**config.mk**
```make
export PLATFORM = sky130hd
export DESIGN_NAME = switch_debouncer
export DESIGN_NICKNAME = d
export VERILOG_FILES = /design/src/rtl/switch_debouncer.sv
export SDC_FILE = /design/constraint.sdc
export NUM_CORES = 1
export LEC_CHECK = 0
export BUFFER_PORTS_ARGS = -buffer_cell sky130_fd_sc_hd__buf_2
export CAP_MARGIN = 40
export CORE_MARGIN = 5
export CORE_UTILIZATION = 35
export CTS_BUF_LIST = sky130_fd_sc_hd__clkbuf_4 sky130_fd_sc_hd__clkbuf_8
export DETAILED_ROUTE_END_ITERATION = 7
export HOLD_SLACK_MARGIN = 0.02
export PLACE_DENSITY_LB_ADDON = 0.05
export SKIP_CTS_REPAIR_TIMING = 1
export SYNTH_ARGS = -nofsm -noshare
export SYNTH_HDL_FRONTEND = slang
export SYNTH_SLANG_ARGS = --single-unit
```
**constraint.sdc**
```tcl
create_clock -name clk -period 2.7 [get_ports clk]
set_input_delay 0.54 -clock clk [delete_from_list [all_inputs] [get_ports clk]]
set_output_delay 0.54 -clock clk [all_outputs]
set_load 0.05 [all_outputs]
```
**src/rtl/switch_debouncer.sv**
```systemverilog
// Multi-channel debouncer for raw active-low switch pins: synchronizes each pin,
// then accepts a level change only after it has held for DEBOUNCE_CYCLES cycles.
module switch_debouncer #(
    parameter int NUM_SWITCHES    = 2,
    parameter int DEBOUNCE_CYCLES = 270000
) (
    input  logic                    clk,
    input  logic                    rst_n,
    input  logic [NUM_SWITCHES-1:0] switch_n,
    output logic [NUM_SWITCHES-1:0] pressed,
    output logic [NUM_SWITCHES-1:0] press_pulse,
    output logic [NUM_SWITCHES-1:0] release_pulse,
    output logic [NUM_SWITCHES-1:0] toggle
);

    localparam int CW = $clog2(DEBOUNCE_CYCLES + 1);
    localparam logic [CW-1:0] LAST_COUNT = CW'(DEBOUNCE_CYCLES - 1);

    generate
        if (DEBOUNCE_CYCLES < 2) begin : g_bad_param
            $error("switch_debouncer: DEBOUNCE_CYCLES must be at least 2");
        end
    endgenerate

    // Synchronizer resets to the released level so reset never looks like a press.
    logic [NUM_SWITCHES-1:0] sync1;
    logic [NUM_SWITCHES-1:0] sync2;

    always_ff @(posedge clk or negedge rst_n) begin
        if (!rst_n) begin
            sync1 <= '1;
            sync2 <= '1;
        end else begin
            sync1 <= switch_n;
            sync2 <= sync1;
        end
    end

    genvar ch;
    generate
        for (ch = 0; ch < NUM_SWITCHES; ch++) begin : g_chan
            logic [CW-1:0] count;
            logic          pressed_q;
            logic          press_q;
            logic          release_q;
            logic          toggle_q;
            logic          differs;

            // sync2 is active-low, so equality with pressed means disagreement.
            assign differs = (sync2[ch] == pressed_q);

            always_ff @(posedge clk or negedge rst_n) begin
                if (!rst_n) begin
                    count     <= '0;
                    pressed_q <= 1'b0;
                    press_q   <= 1'b0;
                    release_q <= 1'b0;
                    toggle_q  <= 1'b0;
                end else begin
                    press_q   <= 1'b0;
                    release_q <= 1'b0;
                    if (differs) begin
                        if (count == LAST_COUNT) begin
                            count     <= '0;
                            pressed_q <= ~pressed_q;
                            if (!pressed_q) begin
                                press_q  <= 1'b1;
                                toggle_q <= ~toggle_q;
                            end else begin
                                release_q <= 1'b1;
                            end
                        end else begin
                            count <= count + CW'(1);
                        end
                    end else begin
                        count <= '0;
                    end
                end
            end

            assign pressed[ch]       = pressed_q;
            assign press_pulse[ch]   = press_q;
            assign release_pulse[ch] = release_q;
            assign toggle[ch]        = toggle_q;
        end
    endgenerate

endmodule

```
* Word-level counts from Yosys, hierarchy flattened
Index checks and enable logic that the tools add are counted.
Operators by class: add/sub/neg operators 2, equal/unequal tests 4, multiplexer cells 16, bitwise logic cells 4, reductions and logical operators 4
Operators by type and width (count):
- 2-to-1 mux 19 bit | 4
- adder 19 x 1 -> 19 bit (second input constant) | 2
- equality test 19 bit (second input constant) | 2
- 2-to-1 mux 1 bit | 12
- AND reduction 3 bit | 2
- inverter 1 bit | 4
- AND reduction 2 bit | 2
- equality test 1 bit | 2
Word-level totals: register bits after elaboration 50, input port bits 4, output and inout bits 8, logic and storage cells 42

* Logic depth before layout (Yosys ltp)
depth in word-level cells 3, depth in mapped cells 6, depth with buffers taken out 5

* Worst setup path after synthesis
No wires, ideal clock.
kind reg2reg, start reg g_chan[0].count[0], end reg g_chan[0].count[16], library setup time 0.079 ns, arrival time 1.693 ns, data required time 2.621 ns, setup slack 0.928 ns, cell stages (with the launch flop) 6, path buffers 0, period minus slack after synthesis 1.772 ns, cells stage by stage dfrtp_1 ha_1 nand3_2 or4_4 or3_1 a21oi_1
Between the ends: cells in the longest elaborated chain, start to end 3, elaborated cells between the ends (all ways) 4, those cells by class add/sub (1); eq/ne (1); mux (2)
RTL lines:
- start, declared | line 42 | logic [CW-1:0] count;
- start signal, assigned | line 73 | count <= count + CW'(1);
- adder 19 x 1 -> 19 bit or equality test 19 bit (tied branches) | line 73, 63
- 2-to-1 mux 19 bit (*) | line 63 | if (count == LAST_COUNT) begin
- 2-to-1 mux 19 bit (*) | line 62 | if (differs) begin
Every way passes the cells marked *; elsewhere a longest branch is shown, timed or not. A chain may end at the register's enable or synchronous reset.

* Worst setup path after layout
start reg g_chan[0].count[0], end reg g_chan[0].count[18]
Same word-level chain as after synthesis.

==> impl_results.md <==
- Crit path max fanout: 6
- Syn. warnings: 0
- Clk slew on worst S/H paths: 0.09 ns
- Setup violations, final: 0
- Synthesis-stage register bit count: 50
- RSZ-0062 raised after global routing: no
- Crit. End Element: flip-flop
- DRC viols: 0
- Worst-Skew Late Latency: 0.30 ns
- Sequential fraction of the synthesis area: 52.4%
- Max VDD drop: 0.000181 V
- Slew headroom: 59.2%
- Crit path max-delay family: simple AND/OR/NAND/NOR gates
- Vias in the first global route: 1596
- GPL Wtd Cong: 0.763
- Clock sinks: 50
- Most frequent cells in the layout: dfrtp_1, nor2_1, xnor2_1
- Layout Area Growth over Synthesis: 9.08%
- Largest family of logic cells by synthesized area: simple AND/OR/NAND/NOR gates
- Worst R2R End: g_chan[0].count[18]$_DFF_PN0_
- Status: finished, final reports clean
- Final hold violation count: 0
- Initial core utilization: 35.7%
- Drt pass-1 iters: 4
- Max-capacitance violation count: 0
- Num CTS Buffers: 5
- Antenna viol nets, final: 0
- Initial antenna violation count: 0
- Mapped Cells: 235
- Period utilization: 70.3%
- Worst R2R Setup Slack: 0.80 ns
- Worst slew pin tran: 0.612 ns
- IO Count: 12
- DP Worst Slack: 0.796 ns
- First-pass GRT wire length: 8.22 mm
- Max Buffers Root-to-Sink: 2
- Post-DP HPWL: 3.28 mm
- CP peak stage delay: 0.60 ns
- Critical R2R Launch: g_chan[0].count[0]$_DFF_PN0_
- Async set-reset flop share out of synthesis: 100%
- H-tree depth: 2
- Worst path slowest cell: or4_4
- Crit path DAT: 2.12 ns
- Via density: 5.13
- Die area: 0.00860 mm²
- Syn nets: 241
- Row count: 30
- Layout cell share with drive strength beyond 1: 13.3%
- Reg2Reg Depth: 5
- Cell Chain, Critical Path: ha_1, nand3_2, or4_4, or3_1, a21oi_1
- Wire length per cell: 14.1 µm
- Setup slack after layout: 0.802 ns
- GRT overflow: 0
- Die H: 92.8 µm
- Commonest non-fill, non-tap cell in the layout: dfrtp_1
- Iteration-0 DRC count of the detailed router: 88
- Adder-cell share of the synthesized area: 1.04%
- Mapped cell area: 0.00240 mm²
- Post-layout instance area: 0.00262 mm²
- Largest net degree at the start of global routing: 26
- P_leak: 1.06 nW
- Post-synthesis mux area share: 0.835%
- Top FF cell, synth: dfrtp_1
- Vias: 1689
- Power Total: 1.27 mW
- CTS tree: yes
- Yosys cell types: 35
- Core Footprint: 0.00672 mm²
- Max Fclk: 527 MHz
- Fillers: 687
- Placement Cell Area: 0.00252 mm²
- Nets: 254
- Crit path kind: reg2reg
- CP bufs+invs: 0
- Simple-gate area share of the yosys netlist: 26.2%
- Number of flops mapped to enable cells by yosys: 0
- Final Skew: 0.00489 ns
- IO Port Bufs: 11
- Tot GR Track Use: 12.1%
- Chip width: 92.8 µm
- Drt total wl: 4.65 mm
- Pins Over Slew Limit: 0
- Average cell area after synthesis: 10.2 µm²
- Root Buffer: clkbuf_8
- Antenna cells: 0
- XOR/XNOR Fraction of Synth Area: 11.3%
- Setup TNS: 0 ns
- Crit path required time: 2.93 ns
- Startpoint types: flip-flop
- Final Critical Period: 1.90 ns
- Compound-Gate Fraction of Synth Area: 4.02%
- Type of the most critical hold path: in2async
- PD cells: 486 mW/mm²
## metal layers
| metal | up-vias | track usage, % | wire length [µm] |
|---|---|---|---|
| met4 | 0 | 3.66 | 59 |
| met2 | 26 | 16.9 | 1850 |
| met5 | - | 0 | 0 |
| li1 | 843 | - | - |
| met1 | 815 | 18.1 | 2530 |
| met3 | 5 | 3.17 | 206 |
## synth_stat cells, types with 3 or more instances
library cell,n,share of area (%)
dfrtp_1,46,48
nor2_1,37,5.8
xnor2_1,24,8.8
nand3_1,13,2.7
nor4_1,13,3.4
nand4_1,11,2.9
nor3_1,10,2.1
nand2_1,9,1.4
buf_4,8,2.5
inv_1,8,1.3
xor2_1,7,2.6
o21ai_0,6,1.3
a21oi_1,5,1.0
and3_1,4,1.0
dfstp_2,4,4.4
nor3b_1,3,0.94
nor4b_1,3,1.1
## sequential cells by signal (all words and copies together) (netlist names)
signal            flops
g_chan.count         38
g_chan.press_q        2
g_chan.pressed_q      2
g_chan.release_q      2
g_chan.toggle_q       2
sync1                 2
sync2                 2
## power by group
group,leakage (nW),internal [mW],switching (mW)
Clock,0.0517,0.217,0.237
Combinational,0.329,0.0147,0.0297
Sequential,0.680,0.761,0.0105
## cells by family after synthesis
logic type,count (synthesis)
buffers and inverters,18
AOI/OAI and AO/OA,17
and+or+nand+nor,115
adders and majority gates,2
xor gates and xnor gates,31
muxes,2
DFF,50
## metrics by stage
| stage | util, % | hold WS [ns] | std cells |
|---|---|---|---|
| finish | 38.9 | 0.247 | 329 |
| global placement | 37.5 | 0.355 | 321 |
| floorplan | - | 0.244 | 235 |
| global route | 38.9 | 0.283 | 329 |
| CTS | 38.9 | 0.263 | 329 |
| detailed placement | 37.5 | 0.349 | 321 |
## worst register-to-register path: stages (launching register included)
cell and delay (ns):
dfrtp_1 0.39, ha_1 0.22, nand3_2 0.16, or4_4 0.60, or3_1 0.32, a21oi_1 0.14
## how the worst max path moves through the flow
stage	from	to	slack, ns	cells past startpoint
CTS	g_chan[0].count[0]$_DFF_PN0_	g_chan[0].count[18]$_DFF_PN0_	0.78	5
global placement	g_chan[0].count[0]$_DFF_PN0_	g_chan[0].count[18]$_DFF_PN0_	0.84	5
floorplan	g_chan[0].count[0]$_DFF_PN0_	g_chan[0].count[16]$_DFF_PN0_	0.93	5
finish	g_chan[0].count[0]$_DFF_PN0_	g_chan[0].count[18]$_DFF_PN0_	0.80	5
global route	g_chan[0].count[0]$_DFF_PN0_	g_chan[0].count[18]$_DFF_PN0_	0.68	5
detailed placement	g_chan[0].count[0]$_DFF_PN0_	g_chan[0].count[18]$_DFF_PN0_	0.80	5
## final cells by class
class	instances	area, µm²	share of cell area, %
flip-flops and latches	50	1260	48.0
multi-input cells	167	1040	39.8
well taps	80	100	3.83
repair buffers	16	92.6	3.54
clock buffers	7	90.1	3.44
inverters	8	30.0	1.15
clock inverters	1	5.00	0.191
No activity file was read; power rests on OpenSTA's default activity.
